[config.mk]
export PLATFORM = sky130hd
export DESIGN_NAME = tconv_obuf_ctrl
export DESIGN_NICKNAME = d
export VERILOG_FILES = /design/src/rtl/tconv_pkg.sv /design/src/rtl/tconv_skid2.sv /design/src/rtl/tconv_obuf_ctrl.sv
export SDC_FILE = /design/constraint.sdc
export NUM_CORES = 1
export LEC_CHECK = 0
export BUFFER_PORTS_ARGS = -buffer_cell sky130_fd_sc_hd__buf_2
export CELL_PAD_IN_SITES_DETAIL_PLACEMENT = 1
export CELL_PAD_IN_SITES_GLOBAL_PLACEMENT = 1
export CORE_ASPECT_RATIO = 1.5
export CORE_UTILIZATION = 43
export CTS_CLUSTER_DIAMETER = 30
export DETAILED_ROUTE_END_ITERATION = 10
export PLACE_DENSITY_LB_ADDON = 0.1
export SYNTH_ARGS = -nofsm -noshare
export SYNTH_HDL_FRONTEND = slang
export SYNTH_HIERARCHICAL = 1
export SYNTH_SLANG_ARGS = --single-unit
[constraint.sdc]
create_clock -name clk -period 5.6 [get_ports clk]
set_clock_uncertainty 0.1 [all_clocks]
set_input_delay 0.28 -clock clk [delete_from_list [all_inputs] [get_ports clk]]
set_output_delay 0.28 -clock clk [all_outputs]
set_load 0.01 [all_outputs]
[src/rtl/tconv_pkg.sv]
// Shared definitions for the transposed-convolution output path:
// frame geometry derivation and the output-buffer controller state encoding.
package tconv_pkg;

   typedef enum logic [1:0] {
      ST_IDLE  = 2'd0,
      ST_FILL  = 2'd1,
      ST_DRAIN = 2'd2,
      ST_DONE  = 2'd3
   } obuf_state_t;

   // Output side of a transposed convolution: (ifm-1)*stride - 2*pad + kernel
   function automatic int unsigned calc_depth(input int unsigned ifm,
                                              input int unsigned kernel,
                                              input int unsigned stride,
                                              input int unsigned pad);
      return (ifm - 1) * stride - 2 * pad + kernel;
   endfunction

   function automatic int unsigned calc_total(input int unsigned depth);
      return depth * depth;
   endfunction

endpackage

[src/rtl/tconv_skid2.sv]
// Two-entry skid FIFO between the 1-cycle buffer read and the downstream
// valid/ready port; the head entry is the registered output.
module tconv_skid2 #(
   parameter int unsigned DATA_WIDTH = 16
) (
   input  logic                  clk,
   input  logic                  rst_n,
   input  logic                  clr,
   input  logic                  push,
   input  logic [DATA_WIDTH-1:0] push_data,
   input  logic                  pop,
   output logic [DATA_WIDTH-1:0] head_data,
   output logic                  head_valid,
   output logic [1:0]            occ
);

   logic [DATA_WIDTH-1:0] r_d0;
   logic [DATA_WIDTH-1:0] r_d1;
   logic [1:0]            r_occ;

   // r_d0 is always the oldest entry; a pop shifts r_d1 forward
   always_ff @(posedge clk or negedge rst_n) begin
      if (!rst_n) begin
         r_d0  <= '0;
         r_d1  <= '0;
         r_occ <= 2'd0;
      end else if (clr) begin
         r_d0  <= '0;
         r_d1  <= '0;
         r_occ <= 2'd0;
      end else begin
         unique case ({push, pop})
            2'b10: begin
               if (r_occ == 2'd0) r_d0 <= push_data;
               else               r_d1 <= push_data;
               r_occ <= r_occ + 2'd1;
            end
            2'b01: begin
               r_d0  <= r_d1;
               r_occ <= r_occ - 2'd1;
            end
            2'b11: begin
               if (r_occ == 2'd1) begin
                  r_d0 <= push_data;
               end else begin
                  r_d0 <= r_d1;
                  r_d1 <= push_data;
               end
            end
            default: ;
         endcase
      end
   end

   assign head_data  = r_d0;
   assign head_valid = (r_occ != 2'd0);
   assign occ        = r_occ;

endmodule

[src/rtl/tconv_obuf_ctrl.sv]
// Output frame buffer sequencer: admits one DEPTH*DEPTH frame into the buffer,
// then drains it downstream with row/column tags and backpressure absorption.
module tconv_obuf_ctrl
   import tconv_pkg::*;
#(
   parameter int unsigned DATA_WIDTH  = 16,
   parameter int unsigned IFM_SIZE    = 9,
   parameter int unsigned KERNEL_SIZE = 4,
   parameter int unsigned STRIDE      = 2,
   parameter int unsigned PAD         = 2,
   localparam int unsigned DEPTH      = calc_depth(IFM_SIZE, KERNEL_SIZE, STRIDE, PAD),
   localparam int unsigned TOTAL      = calc_total(DEPTH),
   localparam int unsigned CW         = $clog2(TOTAL + 1),
   localparam int unsigned RW         = $clog2(DEPTH)
) (
   input  logic                  clk,
   input  logic                  rst_n,
   input  logic                  start,
   input  logic                  clear,
   input  logic [DATA_WIDTH-1:0] in_data,
   input  logic                  in_valid,
   output logic                  in_ready,
   output logic                  buf_we,
   output logic [DATA_WIDTH-1:0] buf_din,
   output logic                  buf_re,
   input  logic [DATA_WIDTH-1:0] buf_dout,
   output logic [DATA_WIDTH-1:0] out_data,
   output logic                  out_valid,
   input  logic                  out_ready,
   output logic [RW-1:0]         out_row,
   output logic [RW-1:0]         out_col,
   output logic                  busy,
   output logic                  frame_done
);

   obuf_state_t           r_state;
   obuf_state_t           w_next;
   logic [CW-1:0]         r_wr_cnt;
   logic [CW-1:0]         r_rd_cnt;
   logic [RW-1:0]         r_row;
   logic [RW-1:0]         r_col;
   logic                  r_inflight;
   logic                  w_we;
   logic                  w_re;
   logic                  w_pop;
   logic                  w_last_pop;
   logic                  w_skid_valid;
   logic [1:0]            w_occ;
   logic [2:0]            w_level;
   logic [DATA_WIDTH-1:0] w_skid_data;

   assign w_pop      = w_skid_valid & out_ready;
   assign w_level    = 3'(w_occ) + 3'(r_inflight);
   assign w_last_pop = w_pop & (r_row == RW'(DEPTH - 1)) & (r_col == RW'(DEPTH - 1));

   always_ff @(posedge clk or negedge rst_n) begin
      if (!rst_n) r_state <= ST_IDLE;
      else        r_state <= w_next;
   end

   // Reads are only issued while the skid plus the in-flight read has room
   always_comb begin
      w_next = r_state;
      w_we   = 1'b0;
      w_re   = 1'b0;
      unique case (r_state)
         ST_IDLE:  if (start) w_next = ST_FILL;
         ST_FILL: begin
            w_we = in_valid;
            if (in_valid && (r_wr_cnt == CW'(TOTAL - 1))) w_next = ST_DRAIN;
         end
         ST_DRAIN: begin
            w_re = (r_rd_cnt < CW'(TOTAL)) && (w_level < (3'd2 + 3'(w_pop)));
            if (w_last_pop) w_next = ST_DONE;
         end
         ST_DONE:  w_next = ST_IDLE;
         default:  w_next = ST_IDLE;
      endcase
      if (clear) w_next = ST_IDLE;
   end

   always_ff @(posedge clk or negedge rst_n) begin
      if (!rst_n) begin
         r_wr_cnt   <= '0;
         r_rd_cnt   <= '0;
         r_row      <= '0;
         r_col      <= '0;
         r_inflight <= 1'b0;
      end else begin
         r_inflight <= w_re & ~clear;
         if ((r_state == ST_IDLE) && start) r_wr_cnt <= '0;
         else if (w_we)                     r_wr_cnt <= r_wr_cnt + CW'(1);
         if (clear || ((r_state == ST_FILL) && (w_next == ST_DRAIN))) begin
            r_rd_cnt <= '0;
            r_row    <= '0;
            r_col    <= '0;
         end else begin
            if (w_re) r_rd_cnt <= r_rd_cnt + CW'(1);
            if (w_pop) begin
               if (r_col == RW'(DEPTH - 1)) begin
                  r_col <= '0;
                  r_row <= r_row + RW'(1);
               end else begin
                  r_col <= r_col + RW'(1);
               end
            end
         end
      end
   end

   tconv_skid2 #(
      .DATA_WIDTH (DATA_WIDTH)
   ) u_skid (
      .clk        (clk),
      .rst_n      (rst_n),
      .clr        (clear),
      .push       (r_inflight),
      .push_data  (buf_dout),
      .pop        (w_pop),
      .head_data  (w_skid_data),
      .head_valid (w_skid_valid),
      .occ        (w_occ)
   );

   assign in_ready   = (r_state == ST_FILL);
   assign buf_we     = w_we;
   assign buf_din    = in_data;
   assign buf_re     = w_re;
   assign out_data   = w_skid_data;
   assign out_valid  = w_skid_valid;
   assign out_row    = r_row;
   assign out_col    = r_col;
   assign busy       = (r_state != ST_IDLE);
   assign frame_done = (r_state == ST_DONE);

endmodule

==> results of run 1 <==
## final cells by class
class / count / area [µm²]
tap: 105 / 131
clock buffer: 12 / 267
clock inverter: 1 / 5.00
timing repair buffer: 52 / 263
multi-input combinational: 240 / 1710
fill: 916 / 4020
inverter: 8 / 30.0
sequential: 63 / 1580
## placed cells by master (no fill, tap or decap), drive strengths merged, types with 8 or more instances in the layout
cell type / instances
a211oi: 11
a21oi: 10
a311oi: 10
buf: 52
clkbuf: 12
dfrtp: 63
ha: 10
inv: 8
mux2i: 9
nand2: 32
nand2b: 19
nand3: 9
nand4b: 16
nor2: 41
o21ai: 21
xnor2: 12
## worst max-delay path: cells and delay by family (launching register included)
kind / cells / cell delay [ns]
compound gates: 1 / 0.28
fa+ha+maj: 2 / 0.57
buf+inv: 1 / 0.18
flops: 1 / 0.70
simple gates: 1 / 0.67
## per-stage QoR
stage               instances  power (mW)  setup WS (ns)  util (%)
floorplan                 345       0.766           3.43         -
CTS                       481        1.36           2.46      49.8
global placement          468       0.824           2.85      46.4
finish                    481        1.33           2.49      49.8
detailed placement        468       0.833           2.82      46.4
global route              481        1.41           2.34      49.8
## cell usage after synthesis, types with 2 or more instances
cell	number	share of area, %
a2111oi_2	2	0.84
a211oi_1	4	0.84
a211oi_2	7	2.5
a21oi_1	9	1.3
a311oi_2	9	3.8
and3_1	2	0.35
buf_2	5	0.70
buf_4	17	3.6
buf_6	5	1.6
clkbuf_1	6	0.63
dfrtp_1	63	44
ha_1	10	3.5
inv_1	8	0.84
mux2i_1	8	2.2
nand2_1	32	3.4
nand2b_1	19	3.3
nand3_1	9	1.3
nand3b_1	2	0.42
nand4_1	5	0.88
nand4b_1	16	3.9
nor2_1	38	4.0
nor2_2	3	0.53
nor2b_1	3	0.53
nor3_1	5	0.70
o21ai_0	11	1.5
o21ai_2	10	2.5
or3_1	2	0.35
xnor2_1	12	2.9
xor2_1	5	1.2
## worst max-delay path by stage
stage,start,end,slack [ns],cells past startpoint
floorplan,u_skid/occ[0],u_skid/r_d1[10],3.43,10
global placement,r_inflight,buf_re,2.85,5
global route,r_inflight,buf_re,2.34,5
CTS,r_inflight,buf_re,2.46,5
finish,r_inflight,buf_re,2.49,5
detailed placement,u_skid/occ[0],u_skid/r_d1[2],2.82,8
## power by group
group	switching (mW)	internal (mW)
Combinational	0.199	0.113
Sequential	0.0217	0.487
Clock	0.186	0.327
Total	0.406	0.926
## kinds of logic (layout without fill, tap and decap cells)
family,Yosys count,in the layout,synth area share [%]
simple gates,143,143,21.2
fa+ha+maj,10,10,3.51
flops,63,63,44.2
buf+inv,42,73,7.76
mux,9,9,2.88
compound gates,61,61,16.3
xor+xnor,17,17,4.18
## layer usage
metal  wire length (µm)  track usage (%)  up-vias  share of wire, %
met4                161             9.62        0               2.1
met3                258             3.84       12               3.3
li1                   -                -     1253                 -
met1               3420             23.6     1291                44
met5                  0                0        -                 0
met2               3930             35.0       50                51
## registers in the layout (all words and copies together) (netlist names)
register	count
r_wr_cnt	9
out_row	4
r_state	2
u_skid/r_d1	16
r_rd_cnt	9
r_inflight	1
u_skid/occ	2
u_skid/head_data	16
out_col	4
==> summary by stage, run 1 <==
Power and ir drop
The maximum vdd ir drop is 0.183 mV. In this run the static leakage power is 1.76 nW. For this design the ratio of total power to cell area is 335 nW/µm².

Routing
The routed wirelength normalized by instance count is 16.1 µm. For this run, design rule violations remaining after detail routing come to 0. The post-detailed-route via-to-cell ratio is 5.42.

The routed layout has 2606 vias. Wires add up to 7770 µm. The first routing iteration left 140 violations.

Before antenna repair, the detailed router went through 4 iterations. The detail route stage leaves a number of antenna-violating nets equal to 0.

Clock tree
The tree is rooted in a clkbuf_16. The count of cells resized by post-cts repair is 0. In this run the post-CTS setup repair buffer count came out at 0. The clock sink count is 63. The CTS H-tree depth is 3.

The insertion delay to the later sink of the worst-skew pair is 0.33 ns. The number of hold buffers added after cts is 0. TritonCTS built the clock tree. The number of buffers inserted during clock tree synthesis is 9. The clock-pin slew on the worst setup and hold paths is 0.05 ns.

The clock tree buffer depth is 2.

Synth
The sequential cell area fraction in the yosys report is 44.2%. The total standard cell area after synthesis is 3560 µm². Counting distinct cell types in the post-synthesis netlist gives 47.

The number of enable flip-flop cells after synthesis is 0. Counting every net in the synthesized netlist gives 393. The count of mapped cells out of synthesis is 345. Each instance of the synthesized netlist takes up on average 10.3 µm². Synthesis inferred 63 register bits. For this run, the leading register cell type out of synthesis is dfrtp_1. The count of yosys warnings during synthesis is 6. In the synthesized netlist the async set-or-reset flop fraction comes to 100%.

Timing
Based on the critical path, the design can be clocked at up to 322 MHz. The actual slew at the worst max-slew pin is 1.01 ns. Setup repair after global routing left no endpoint under its margin. The accumulated negative setup slack is 0 ns.

The worst max-slew margin expressed relative to the limit is 32.7%. The ratio of final minimum period to clock period is 55.5%. The smallest clock period supported by the final layout is computed as 3.11 ns. Setup violations remaining at the end of the flow were counted as 0.

The number of failing hold endpoints at the final stage came to 0. The final number of max-transition violations is 0. The worst hold slack is 0.0357 ns.

Placement
Detailed placement ended at an HPWL of 5100 µm. The port buffer count is 51. The placed instances occupy a cell area of 3710 µm². Routability-driven placement finished with a final weighted congestion of 0.762.

Critical path
The sort of element at the start of the critical path is a flop. The cell with the biggest individual delay on the critical path is dfrtp_1. The reg-to-reg startpoint is u_skid/occ[0]. Data on the critical path arrives at its endpoint at 2.73 ns. The internal reg-to-reg setup slack is 2.81 ns. The worst reg-to-reg path cell count is 8.

The maximum net fanout on the critical path is 25. The worst register-to-register path ends at u_skid/r_d1[3]. The required time reported for the critical path endpoint is 5.22 ns. STA classifies the critical path endpoint as an output port. The critical path start-end classification is flop to output port.

The delay of the slowest critical-path stage is 0.70 ns. The signal on the critical path passes through ha_1 -> ha_1 -> or4b_1 -> a21oi_4 -> buf_2. The most numerous cell type found on the critical path is ha_1.

Cells and area
With fillers left out, the area of the finished cells amounts to 3980 µm². The final layout contains 422 nets. The count of antenna diodes in the layout is 0. The share of layout cells above drive strength 1 is 27.9%. The area growth from synthesis to layout is 11.8%.

Worst hold path
The min-delay analysis places its worst path in the category primary input to asynchronous set/reset pin.

Floorplan
The total number of placement rows is 40. The width of the die is 76.3 µm. The overall die height is 114 µm. The initial standard-cell utilization of the core is 44.5%. The overall die area is 8670 µm².

The core area is 8010 µm². The number of primary I/O pins is 84.

Global route
The maximum number of pins on one net before global-route repair is 64. The first global-routing pass estimated 13500 µm of wire. Global routing finished with a remaining overflow of 0. The total global routing track utilization is 20.0%. The number of antenna violations at the first check in global routing came to 0. The number of global-route vias before repair is 2760.

Outcome
The run finished with clean final reports.

Job
The tool flagged a number of max-cap violations equal to 0.
(Power assumes the default switching activity.)
==> run 2: changes to the inputs <==
Settings changed: ABC_AREA from default to 1, CORE_UTILIZATION 43 to 36.
Clock period 5.6 ns to 2.55 ns, I/O delays scaled along.
==> summary by stage, run 2 <==
Worst hold path
The path with the worst hold slack has its endpoint at u_skid/head_data[0]. The worst min-delay path class is primary input to flop. The worst min-delay path startpoint is buf_dout[0].

The worst hold path cell count is 5.

Synth
The net count of the mapped netlist is 526 (+34%). The number of enable flip-flop cells after synthesis is 0 (unchanged). The mean post-synth cell area is 7.79 µm² (-25%). The post-synthesis register bit count is 63 (unchanged). The share of the synthesized area in the top cell type is 42.4% (-1.9 points). In the synthesized netlist the dominant register cell turns out to be dfrtp_1.

The count of mapped cells out of synthesis is 478 (+39%). Sorting the synthesized cells by how often they occur yields nand2_1 (159), dfrtp_1 (63), nand3_1 (53). The count of unique library cells instantiated by Yosys was 36 (-23%). Ranked by total cell area, the synthesized netlist is headed by dfrtp_1 (42%), nand2_1 (16%), nand3_1 (7.1%), inv_1 (4.2%), nor2_1 (3.7%). The most frequent cell after synthesis is nand2_1. The sequential cell area fraction in the yosys report is 42.4% (-1.9 points). The count of yosys warnings during synthesis is 6 (unchanged). The share of synthesized flip-flops with an asynchronous set or reset is 100% (unchanged). The total standard cell area after synthesis is 3720 µm² (+4.4%). The dominant cell type by area after synthesis is dfrtp_1.

Critical path
The internal reg-to-reg setup slack is 0.26 ns (-2.55 ns). In this run the critical register-to-register path is captured at u_skid/r_d1[14]. The kind of cell adding the most delay to the critical path is simple AND/OR/NAND/NOR gates. The worst reg-to-reg path cell count is 10 (+2). The setup path with the least slack is of type flop to flop.

The required time reported for the critical path endpoint is 2.72 ns (-2.50 ns). The most prevalent standard cell on the critical path is nand2_1. The total number of cells along the worst setup path is 10 (+5). The cell with the biggest individual delay on the critical path is dfrtp_1.

Walking the worst path, the cells encountered are inv_1 -> ha_1 -> inv_1 -> nand2_1 -> clkinvlp_4 -> nor2_4 -> nand3_4 -> nand2_4 -> nand2_1 -> nand2_1. The maximum net fanout on the critical path is 17 (-32%). STA classifies the critical path endpoint as a flop. The reg-to-reg startpoint is u_skid/occ[0].

STA classifies the critical path startpoint as a flop. The critical path arrival is 2.46 ns (-0.27 ns). The buffer and inverter count on the worst path is 3 (+2).

The delay of the slowest critical-path stage is 0.43 ns (-0.27 ns).

Cells and area
The post-route non-filler standard cell count is 639 (+33%). The share of the core filled with cells is 41.8% (-7.9 points). The library cells used most frequently in the layout, excluding fill and tap cells, are nand2_1 (159), dfrtp_1 (63), nand3_1 (53). The library cell used most frequently in the layout, excluding fill and tap cells, is nand2_1. The number of fill cells in the layout is 1291 (+41%). The count of antenna diodes in the layout is 0 (unchanged). The share of layout cells above drive strength 1 came to 19.5% (-8.4 points). The number of nets in the layout is 566 (+34%). Relative to the synthesized area, the layout overhead comes to 13.2%. The area of the multi-input gates is 1720 µm² (+0.44%).

The area taken by flip-flops and latches is 1580 µm² (unchanged).

Placement
The post-detailed-placement half-perimeter wirelength is 7080 µm (+39%). The worst setup slack before clock tree synthesis is 0.193 ns (-2.62 ns). The port buffer count is 51 (unchanged). The placer congestion estimate is 0.753 (-1.1%). The number of placed instances with taps included came to 623 (+33%).

Global route
The global-route wire length before repair came to 16900 µm (+25%). The total global routing track utilization is 20.4% (+0.36 points). The maximum number of pins on one net before global-route repair was 64 (unchanged). The number of global-route vias before repair is 3430 (+24%). The total congestion overflow is 0 (unchanged). The number of antenna violations at the first check in global routing is 0 (unchanged).

Timing
Setup repair after global routing left no endpoint under its margin. The final number of max-transition violations is 0 (unchanged). The final critical path takes up 89.7% of the cycle.

The accumulated negative setup slack is 0 ns (unchanged). Subtracting the final worst setup slack from the clock period gives 2.29 ns. The worst max-slew margin expressed relative to the limit is 43.6% (+11 points). The final setup slack of the worst path is 0.262 ns (-2.23 ns). The number of endpoints failing setup at the final stage is 0 (unchanged). The number of failing hold endpoints at the final stage is 0 (unchanged). Based on the critical path, the design can be clocked at up to 437 MHz.

The actual slew at the worst max-slew pin is 0.846 ns (-0.164 ns).

Routing
The via total after detailed routing was 3227 (+24%). The iteration count of the initial detailed-routing pass is 4 (unchanged). The post-detailed-route via-to-cell ratio is 5.05 (-6.8%). The post-route antenna net violation count is 0 (unchanged).

The routed wirelength normalized by instance count is 15.4 µm (-4.5%). The detailed router's first-iteration violation count is 97 (-31%). The count of unresolved DRC violations after routing is 0 (unchanged). The final routed wirelength across all metal layers is 9850 µm (+27%).

Clock tree
The post-CTS setup buffer count is 0 (unchanged). The number of buffers inserted during clock tree synthesis is 9 (unchanged). The clock sink count is 63 (unchanged). The clock tree buffer depth came to 2 (unchanged). The insertion delay to the later sink of the worst-skew pair was 0.34 ns (about the same). The clock-pin slew on the worst setup and hold paths came to 0.05 ns (about the same). TritonCTS built the clock tree. The tree is rooted in a clkbuf_16.

The CTS H-tree depth is 3 (unchanged).

Floorplan
The initial standard-cell utilization of the core is 36.9% (-7.6 points). The overall die area is 10800 µm² (+24%). The width of the die is 85.0 µm (+11%). The number of primary I/O pins is 84 (unchanged). The total number of placement rows is 45 (+13%).

The overall die height is 127 µm (+11%). The core area was 10100 µm² (+26%).

Outcome
The flow ran to the end, and the final reports show no timing, DRC or antenna violations.

Power and ir drop
The power density over the cells is 697 nW/µm² (+110%). The leakage component of the power is 2.33 nW (+32%). The maximum vdd ir drop is 0.316 mV (+72%).

Job
The max capacitance violation total is 0 (unchanged).
run 2: cell types whose count changed after synthesis, moves of 15 or more:
cell,before,now
nand2b_1,19,0
nand4b_1,16,0
inv_1,8,42
nand2_1,32,159
nand3_1,9,53
nand3b_1,2,17
run 2: logic make-up (layout without fill, tap and decap cells):
logic type,count (synthesis),count (layout),share of synthesized area (%)
compound gates,18,18,3.13
xor+xnor,4,4,0.941
fa+ha+maj,10,10,3.36
buf+inv,80,124,11.5
flops,63,63,42.4
simple gates,303,303,38.8
run 2: final cells by class:
class	instances	share of cell area [%]
inverters	53	5.17
repair buffers	56	7.01
flip-flops and latches	63	37.4
multi-input cells	335	40.8
clock buffers	14	6.03
clock inverters	1	0.119
well taps	117	3.47
run 2: worst max path at each step:
stage	from	endpoint	slack, ns
global route	u_skid/occ[0]	u_skid/r_d1[12]	0.05
finish	u_skid/occ[0]	u_skid/r_d1[14]	0.26
CTS	u_skid/occ[0]	u_skid/r_d1[12]	0.19
floorplan	u_skid/occ[0]	u_skid/r_d1[10]	0.46
detailed placement	u_skid/occ[0]	u_skid/r_d1[14]	0.19
global placement	u_skid/occ[0]	u_skid/r_d1[4]	0.33
run 2: metal layers:
metal / track usage [%] / up-vias / routed length, µm
li1: - / 1580 / -
met1: 22.3 / 1588 / 3920
met2: 37.8 / 49 / 5440
met3: 3.97 / 10 / 299
met4: 8.67 / 0 / 183
met5: 0 / - / 0
run 2: worst register-to-register path, delay by kind of cell (launching register included):
kind | cells | cell delay (ns)
adders and majority gates | 1 | 0.24
DFF | 1 | 0.43
and+or+nand+nor | 6 | 1.03
buffers and inverters | 3 | 0.44
run 2: timing repair:
action                                  4_1_cts  5_1_grt
endpoints found under the setup margin        0        4
hold buffers                                  1        0
gates resized for setup                       0        1
hold endpoints to repair                     63        0
run 2: where the power goes:
part	total [mW]	internal, mW	switching (mW)
combinational	0.644	0.225	0.419
sequential	1.18	1.11	0.0714
clock	1.12	0.678	0.438
total	2.94	2.01	0.929
run 2: through the flow:
| stage | area, µm² | hold slack, ns | total power, mW |
|---|---|---|---|
| 2_1_floorplan | 3720 | -0.268 | 1.63 |
| 6_report | 4210 | 0.0232 | 2.94 |
| 3_3_place_gp | 3940 | 0.155 | 1.82 |
| 5_1_grt | 4210 | 0.0396 | 3.12 |
| 3_5_place_dp | 3940 | 0.155 | 1.85 |
| 4_1_cts | 4210 | 0.0192 | 2.99 |
